[src/rtl/cnn_pkg.sv]
// Shared CNN constants and pooling-stage state type, also used by the FC stage.
package cnn_pkg;

    localparam int DATA_W = 32;
    localparam int MAP_W  = 6;
    localparam int HALF_W = MAP_W / 2;
    localparam int N      = HALF_W * HALF_W;

    typedef enum logic {
        COLLECT = 1'b0,
        HOLD    = 1'b1
    } pool_state_t;

endpackage

[src/rtl/signed_max2.sv]
// Combinational signed maximum of two operands; used for both the row and column pooling steps.
module signed_max2 #(
    parameter int DATA_W = cnn_pkg::DATA_W
) (
    input  logic signed [DATA_W-1:0] a,
    input  logic signed [DATA_W-1:0] b,
    output logic signed [DATA_W-1:0] max_val
);

    assign max_val = (a > b) ? a : b;

endmodule

[src/rtl/maxpool_flatten.sv]
// 2x2 stride-2 max pooling of a streamed square frame into a flat vector held until
// the consumer acknowledges it.
module maxpool_flatten #(
    parameter int DATA_W = cnn_pkg::DATA_W,
    parameter int MAP_W  = cnn_pkg::MAP_W
) (
    input  logic                                      clk,
    input  logic                                      rst,
    input  logic                                      in_valid,
    input  logic signed [DATA_W-1:0]                  in_pix,
    input  logic                                      in_last,
    output logic                                      in_ready,
    output logic [(MAP_W/2)*(MAP_W/2)*DATA_W-1:0]     pool_out,
    output logic                                      out_valid,
    input  logic                                      out_ack,
    output logic                                      frame_err
);

    import cnn_pkg::*;

    localparam int HALF = MAP_W / 2;
    localparam int NOUT = HALF * HALF;
    localparam int CW   = $clog2(MAP_W);
    localparam int HW   = CW - 1;

    pool_state_t state_reg, state_next;

    logic [CW-1:0] col_reg, col_next;
    logic [CW-1:0] row_reg, row_next;
    logic          frame_err_reg, frame_err_next;

    logic signed [DATA_W-1:0] pair_reg;
    logic signed [DATA_W-1:0] partial_reg [HALF];
    logic signed [DATA_W-1:0] pool_reg [NOUT];

    logic signed [DATA_W-1:0] partial_sel;
    logic signed [DATA_W-1:0] pair_max;
    logic signed [DATA_W-1:0] pool_max;

    logic [HALF-1:0] partial_we;
    logic [NOUT-1:0] pool_we;

    logic          accept;
    logic          last_pos;
    logic          good_end;
    logic          bad_end;
    logic [HW-1:0] col_half;
    logic [HW-1:0] row_half;

    assign accept   = in_valid & in_ready;
    assign last_pos = (row_reg == CW'(MAP_W - 1)) && (col_reg == CW'(MAP_W - 1));
    assign good_end = accept && last_pos && in_last;
    // A misplaced or missing in_last both abort the frame the same way.
    assign bad_end  = accept && (last_pos != in_last);
    assign col_half = col_reg[CW-1:1];
    assign row_half = row_reg[CW-1:1];

    always_ff @(posedge clk) begin
        if (rst) begin
            state_reg <= COLLECT;
        end else begin
            state_reg <= state_next;
        end
    end

    always_comb begin
        state_next = state_reg;
        case (state_reg)
            COLLECT: if (good_end) state_next = HOLD;
            HOLD:    if (out_ack)  state_next = COLLECT;
            default: state_next = COLLECT;
        endcase
    end

    // in_ready is gated by rst directly so nothing is accepted during a reset cycle.
    always_comb begin
        in_ready  = (state_reg == COLLECT) && !rst;
        out_valid = (state_reg == HOLD);
    end

    always_comb begin
        col_next       = col_reg;
        row_next       = row_reg;
        frame_err_next = bad_end;
        if ((state_reg == HOLD && out_ack) || good_end || bad_end) begin
            col_next = '0;
            row_next = '0;
        end else if (accept) begin
            if (col_reg == CW'(MAP_W - 1)) begin
                col_next = '0;
                row_next = row_reg + 1'b1;
            end else begin
                col_next = col_reg + 1'b1;
            end
        end
    end

    always_ff @(posedge clk) begin
        if (rst) begin
            col_reg       <= '0;
            row_reg       <= '0;
            frame_err_reg <= 1'b0;
        end else begin
            col_reg       <= col_next;
            row_reg       <= row_next;
            frame_err_reg <= frame_err_next;
        end
    end

    assign frame_err = frame_err_reg;

    always_comb begin
        partial_sel = '0;
        for (int i = 0; i < HALF; i++) begin
            if (col_half == HW'(i)) partial_sel = partial_reg[i];
        end
    end

    signed_max2 #(.DATA_W(DATA_W)) u_hmax (
        .a       (pair_reg),
        .b       (in_pix),
        .max_val (pair_max)
    );

    signed_max2 #(.DATA_W(DATA_W)) u_vmax (
        .a       (partial_sel),
        .b       (pair_max),
        .max_val (pool_max)
    );

    genvar gi;
    generate
        for (gi = 0; gi < HALF; gi++) begin : g_partial_we
            assign partial_we[gi] = accept && !row_reg[0] && col_reg[0] && (col_half == HW'(gi));
        end
        for (gi = 0; gi < NOUT; gi++) begin : g_pool
            assign pool_we[gi] = accept && row_reg[0] && col_reg[0]
                                 && (row_half == HW'(gi / HALF)) && (col_half == HW'(gi % HALF));
            assign pool_out[gi*DATA_W +: DATA_W] = pool_reg[gi];
        end
    endgenerate

    always_ff @(posedge clk) begin
        if (rst) begin
            pair_reg <= '0;
            for (int i = 0; i < HALF; i++) partial_reg[i] <= '0;
            for (int i = 0; i < NOUT; i++) pool_reg[i] <= '0;
        end else begin
            if (accept && !col_reg[0]) pair_reg <= in_pix;
            for (int i = 0; i < HALF; i++) begin
                if (partial_we[i]) partial_reg[i] <= pair_max;
            end
            for (int i = 0; i < NOUT; i++) begin
                if (pool_we[i]) pool_reg[i] <= pool_max;
            end
        end
    end

endmodule

[config.mk]
export PLATFORM = sky130hd
export DESIGN_NAME = maxpool_flatten
export DESIGN_NICKNAME = d
export VERILOG_FILES = /design/src/rtl/cnn_pkg.sv /design/src/rtl/signed_max2.sv /design/src/rtl/maxpool_flatten.sv
export SDC_FILE = /design/constraint.sdc
export NUM_CORES = 1
export LEC_CHECK = 0
export BUFFER_PORTS_ARGS = -buffer_cell sky130_fd_sc_hd__buf_4
export CORE_ASPECT_RATIO = 0.8
export CORE_MARGIN = 10
export CORE_UTILIZATION = 45
export CTS_BUF_LIST = sky130_fd_sc_hd__clkbuf_4
export DETAILED_ROUTE_END_ITERATION = 16
export PLACE_DENSITY_LB_ADDON = 0.15
export REMOVE_ABC_BUFFERS = 1
export SLEW_MARGIN = 10
export SYNTH_ARGS = -nofsm -noshare
export SYNTH_HDL_FRONTEND = slang
export SYNTH_SLANG_ARGS = --single-unit
[constraint.sdc]
create_clock -name clk -period 9.3 [get_ports clk]
set_input_delay 1.395 -clock clk [delete_from_list [all_inputs] [get_ports clk]]
set_output_delay 1.395 -clock clk [all_outputs]
set_load 0.03 [all_outputs]
==> results of run 1 <==
==> cell usage after synthesis, drive strengths merged, types with 3 or more instances <==
library cell,instances
edfxtp,384
nand2,118
nor2,78
ha,64
a21oi,62
mux2i,62
o21ai,41
dfxtp,40
inv,37
a221oi,31
clkbuf,30
a21o,20
nand4,15
buf,13
nand3,11
o21bai,6
a211oi,4
and3,4
nor2b,4
nor3,4
or2,4
o211ai,3
or3,3
==> final cells by class <==
| class | instances | area (µm²) |
|---|---|---|
| Antenna cell | 1 | 2.50 |
| Inverter | 37 | 139 |
| Timing Repair Buffer | 346 | 2610 |
| Tap cell | 480 | 601 |
| Multi-Input combinational cell | 563 | 4000 |
| Sequential cell | 424 | 12300 |
| Fill cell | 2999 | 15200 |
| Clock buffer | 156 | 1170 |
| Clock inverter | 25 | 113 |
==> layer usage <==
| layer | vias up | track usage [%] | wire length (µm) |
|---|---|---|---|
| li1 | 4934 | - | - |
| met1 | 5351 | 26.9 | 19700 |
| met2 | 402 | 34.3 | 24000 |
| met3 | 63 | 6.80 | 4030 |
| met4 | 0 | 6.92 | 1160 |
| met5 | - | 0 | 0 |
==> logic make-up after synthesis <==
group / count (synthesis) / synth area share [%]
flops: 424 / 74.4
buf+inv: 80 / 2.04
compound gates: 180 / 8.16
simple gates: 252 / 6.50
xor+xnor: 3 / 0.159
fa+ha+maj: 64 / 4.83
mux: 64 / 3.88
==> worst paths after layout <==
| check | startpoint | to | cells after the start |
|---|---|---|---|
| worst max-delay path | in_pix[22] | pool_reg[0][90] | 22 |
| worst min register to register | pair_reg[20] | pair_reg[20] | 2 |
| worst max register to register | pair_reg[22] | pool_reg[0][90] | 20 |
| worst min-delay path | pair_reg[20] | pair_reg[20] | 2 |
==> where the power goes <==
part           internal (mW)  total, mW  switching (mW)
combinational          0.140      0.459           0.320
sequential              2.14       2.16          0.0245
clock                  0.765       1.50           0.738
total                   3.04       4.12            1.08
==> worst max-delay path: stages <==
cell,delay (ns)
sky130_fd_sc_hd__buf_4,0.09
sky130_fd_sc_hd__inv_1,0.04
sky130_fd_sc_hd__ha_1,0.32
sky130_fd_sc_hd__nand4_1,0.18
sky130_fd_sc_hd__inv_1,0.06
sky130_fd_sc_hd__a221o_1,0.38
sky130_fd_sc_hd__a2111oi_4,0.44
sky130_fd_sc_hd__nand3b_1,0.21
sky130_fd_sc_hd__nand2_2,0.69
sky130_fd_sc_hd__buf_4,0.30
sky130_fd_sc_hd__mux2i_1,0.35
sky130_fd_sc_hd__ha_1,0.30
sky130_fd_sc_hd__a21o_1,0.18
sky130_fd_sc_hd__a21o_1,0.17
sky130_fd_sc_hd__a21o_1,0.20
sky130_fd_sc_hd__a211oi_1,0.24
sky130_fd_sc_hd__o211ai_1,0.13
sky130_fd_sc_hd__a31oi_1,0.24
sky130_fd_sc_hd__a31oi_1,0.11
sky130_fd_sc_hd__a211o_1,0.29
sky130_fd_sc_hd__or2_2,0.73
sky130_fd_sc_hd__a221oi_2,0.89
==> stage by stage <==
step / power, mW / area, µm² / hold slack [ns]
finish: 4.12 / 21000 / 0.478
global route: 4.31 / 21000 / 0.502
CTS: 4.16 / 21000 / 0.480
detailed placement: 2.67 / 19700 / 0.470
global placement: 2.66 / 19700 / 0.462
floorplan: 2.47 / 16400 / 0.443
==> results.json, run 1 <==
{
  "result_of_the_run": "finished clean",
  "die_area_mm2": 0.0449,
  "netlist_top_cells_area": "sky130_fd_sc_hd__edfxtp_1, sky130_fd_sc_hd__dfxtp_1, sky130_fd_sc_hd__ha_1, sky130_fd_sc_hd__mux2i_1, sky130_fd_sc_hd__nand2_1",
  "critPathKind": "primary input to register",
  "post_synth_inst_count": 1067,
  "die_w_um": 235,
  "antenna_violations_before_repair": 1,
  "gp_congestion": 0.813,
  "detailedPlace.worstSlack_ns": 0.955,
  "fin_crit_ns": 7.55,
  "setup_viol_count_final": 0,
  "coreArea_mm2": 0.0361,
  "initial_core_util_pct": 45.8,
  "drive_gt1_share_pct": 36.3,
  "synth_cell_types": 48,
  "grt_pass1_vias": 10800,
  "dp.cells": 1850,
  "cts_tree": "built",
  "drv_cap": 0,
  "clock_buffer_count_from_cts": 102,
  "final_max_slew_viol_count": 0,
  "port_buffers": 327,
  "drc_errors": 0,
  "required_ns": 9.73,
  "vdd_ir_drop_max_v": 0.000159,
  "crit_path_end_kind": "register",
  "most-common-layout-cells": "sky130_fd_sc_hd__edfxtp_1, sky130_fd_sc_hd__buf_4, sky130_fd_sc_hd__clkbuf_4",
  "synth_enable_flop_cells": 384,
  "finalWirelength_um": 48900,
  "globalRouteOverflowTotal": 0,
  "finalClockSkew_ns": 0.0479,
  "postCtsResizedCells": 0,
  "powerDensity_mw_per_mm2": 197,
  "mostFrequentLayoutCell": "sky130_fd_sc_hd__edfxtp_1",
  "max_reg_flops": 288,
  "r2r_slack_ns": 2.19,
  "worst-endpoint-arrival_ns": 7.98,
  "max_slew_margin_pct": 20.8,
  "synth_sequential_area_ratio_pct": 74.4,
  "cts_hold_repair.buffers": 0,
  "clock-root-buffer": "sky130_fd_sc_hd__clkbuf_4",
  "clock_sinks": 424,
  "top_level_ports": 328,
  "detailed_place_hpwl_um": 32800,
  "drtIter0Drc": 684,
  "finish.net_count": 1575,
  "routed_wire_length_per_instance_um": 24.1,
  "row_count": 62,
  "clock_latency_ns": 0.80,
  "synth_area_leader_cell": "sky130_fd_sc_hd__edfxtp_1",
  "timing.setup.tns_ns": 0,
  "timing.critical_path.fanout_max": 32,
  "rsz0062_at_grt": "no",
  "yosys_warnings": 0,
  "hold_class": "register to register",
  "final-instance-count-excl-fill": 2032,
  "asyncSetResetFlopFracSynth_pct": 0,
  "synth.avg_cell_area_um2": 15.5,
  "cts_setup_buffers": 0,
  "total_vias_in_the_final_route": 10800,
  "timing.critical_path.from_type": "primary input",
  "synth_area_mm2": 0.0166,
  "area_growth_syn_to_layout_pct": 26.5,
  "grt_first_pass_wirelength_um": 71200,
  "min_period_over_period_pct": 81.2,
  "post-route-util_pct": 58.0,
  "worst_pin_slew_ns": 1.19,
  "cellLeakagePower_nw": 8.57,
  "max_freq_mhz": 132,
  "detail_route.first_pass.iterations": 5,
  "die_y_um": 192,
  "grt_max_degree": 49,
  "globalRouteTotalUtil_pct": 21.3,
  "synth-seq-cells": 424,
  "antenna_violating_nets_post_route": 0,
  "yosys_most_used_dff": "sky130_fd_sc_hd__edfxtp_1",
  "final.setup.worst_slack_ns": 1.75,
  "synth_top_cell_area_share_pct": 69.6,
  "clockBufferDepth": 3,
  "timing_hold_violations_final": 0,
  "clk_pin_slew_worst_paths_ns": 0.07,
  "vias_per_cell": 5.29,
  "h-tree-depth": 3
}
Note: power is estimated with default switching activity, not from simulation.
==> inputs of run 2 (changes only) <==
- clock period: 9.3 -> 6.7 ns (I/O delays scaled with it)
==> run 2 against run 1 <==
Compared with the run above: hold slack got worse by 0.0040 ns; critical endpoint is now pool_reg[0][218]; final area increased by 1.8%; final cell count increased by 2.2%; core utilization increased by 1.1 points; highest routed layer unchanged; sequential cell count unchanged; clock skew increased by 0.010 ns; clock power increased by 37%; worst setup slack got worse by 1.0 ns.
==> results.json, run 2 (synthesized netlist as in run 1, its figures left out) <==
{
  "met3_length_um": 3730,
  "fin_crit_ns": 5.99,
  "highest_metal_layer_with_signal_wires": "met4",
  "drc_errors": 0,
  "worst-endpoint-arrival_ns": 6.44,
  "finish.net_count": 1624,
  "clockBufferDepth": 3,
  "grt_max_degree": 49,
  "drv_cap": 0,
  "routed_wire_length_per_instance_um": 23.9,
  "cellLeakagePower_nw": 8.80,
  "globalRouteOverflowTotal": 0,
  "gp_congestion": 0.838,
  "total_vias_in_the_final_route": 10900,
  "timing.setup.tns_ns": 0,
  "hold_class": "register to register",
  "top_level_ports": 328,
  "final-instance-count-excl-fill": 2077,
  "most-common-layout-cells": "sky130_fd_sc_hd__buf_4, sky130_fd_sc_hd__edfxtp_1, sky130_fd_sc_hd__clkbuf_4",
  "coreArea_mm2": 0.0361,
  "result_of_the_run": "finished clean",
  "cts_setup_buffers": 0,
  "area_growth_syn_to_layout_pct": 28.9,
  "timing.critical_path.from_type": "primary input",
  "clock_buffer_count_from_cts": 100,
  "finalClockSkew_ns": 0.0580,
  "clock-root-buffer": "sky130_fd_sc_hd__clkbuf_4",
  "grt_first_pass_wirelength_um": 71200,
  "max_slew_margin_pct": 30.1,
  "mostFrequentLayoutCell": "sky130_fd_sc_hd__buf_4",
  "timing.critical_path.fanout_max": 18,
  "met1Wirelength_um": 19600,
  "worst_pin_slew_ns": 1.05,
  "initial_core_util_pct": 45.8,
  "drive_gt1_share_pct": 38.1,
  "powerDensity_mw_per_mm2": 270,
  "setup_viol_count_final": 0,
  "die_area_mm2": 0.0449,
  "min_period_over_period_pct": 89.4,
  "finalWirelength_um": 49700,
  "cts_hold_repair.buffers": 0,
  "r2r_slack_ns": 0.75,
  "dp.cells": 1901,
  "antenna_violations_before_repair": 1,
  "die_y_um": 192,
  "required_ns": 7.15,
  "rsz0062_at_grt": "no",
  "cts_tree": "built",
  "drtIter0Drc": 807,
  "h-tree-depth": 3,
  "vdd_ir_drop_max_v": 0.000194,
  "grt_pass1_vias": 10900,
  "clk_pin_slew_worst_paths_ns": 0.06,
  "max_freq_mhz": 167,
  "crit_path_end_kind": "register",
  "row_count": 62,
  "max_reg_flops": 288,
  "die_w_um": 235,
  "timing_hold_violations_final": 0,
  "vias_per_cell": 5.25,
  "clock_latency_ns": 0.79,
  "critPathKind": "primary input to register",
  "globalRouteTotalUtil_pct": 21.4,
  "detailed_place_hpwl_um": 34100,
  "antenna_violating_nets_post_route": 0,
  "detail_route.first_pass.iterations": 7,
  "postCtsResizedCells": 0,
  "clock_sinks": 424,
  "port_buffers": 327,
  "final_max_slew_viol_count": 0,
  "met2RoutedLength_um": 25300
}
-- run 2: changes by cell type in the layout (fill, tap and decap cells not counted), sizes merged --
cell,change
bufinv,+1
clkinvlp,+1
clkinv,+3
inv,-2
clkbuf,-9
buf,+51
-- run 2: layer usage --
metal  up-vias  global-route usage (%)
met5         -                       0
li1       5016                       -
met3        80                    5.93
met2       420                    36.1
met1      5396                    26.4
met4         0                    6.55
-- run 2: where the power goes --
part	internal, mW	total (mW)	switching, mW
logic	0.240	0.701	0.462
registers	2.97	3.00	0.0386
clock network	1.04	2.05	1.01
-- run 2: area by class of cell --
type                            count  area [µm²]
Inverter                           37         139
Clock inverter                     28         149
Tap cell                          480         601
Timing Repair Buffer              397        3030
Sequential cell                   424       12300
Multi-Input combinational cell    563        3990
Fill cell                        2893       14800
Antenna cell                        1        2.50
Clock buffer                      147        1100
-- run 2: critical path, stage by stage --
cell	delay, ns
sky130_fd_sc_hd__buf_4	0.09
sky130_fd_sc_hd__inv_1	0.04
sky130_fd_sc_hd__ha_1	0.32
sky130_fd_sc_hd__a21oi_1	0.15
sky130_fd_sc_hd__o21ai_1	0.10
sky130_fd_sc_hd__a221o_1	0.40
sky130_fd_sc_hd__a2111oi_4	0.50
sky130_fd_sc_hd__nand3b_1	0.22
sky130_fd_sc_hd__nand2_2	0.15
sky130_fd_sc_hd__buf_12	0.18
sky130_fd_sc_hd__mux2i_1	0.33
sky130_fd_sc_hd__ha_1	0.31
sky130_fd_sc_hd__a21o_1	0.19
sky130_fd_sc_hd__a21o_1	0.17
sky130_fd_sc_hd__a21oi_1	0.13
sky130_fd_sc_hd__o21ai_0	0.10
sky130_fd_sc_hd__a211oi_1	0.32
sky130_fd_sc_hd__or3_1	0.25
sky130_fd_sc_hd__a31oi_1	0.10
sky130_fd_sc_hd__a211o_1	0.25
sky130_fd_sc_hd__or2_2	0.35
sky130_fd_sc_hd__buf_4	0.21
sky130_fd_sc_hd__a221oi_2	0.57
-- run 2: per-stage QoR --
stage               setup slack, ns  hold slack [ns]  total power [mW]  cell area, µm²  utilization [%]
floorplan                     -1.81            0.443              3.43           16400                -
global placement              0.176            0.462              3.76           20100             55.6
detailed placement           0.0462            0.467              3.77           20100             55.6
CTS                           0.808            0.399              5.81           21300             59.1
global route                  0.354            0.426              6.00           21400             59.1
finish                        0.709            0.474              5.76           21400             59.1
-- run 2: final timing paths --
| check | startpoint | endpoint | cells after the start |
|---|---|---|---|
| max reg2reg | pair_reg[19] | pool_reg[0][218] | 21 |
| max | in_pix[19] | pool_reg[0][218] | 23 |
| min | pair_reg[26] | pair_reg[26] | 2 |
| min reg2reg | pair_reg[26] | pair_reg[26] | 2 |
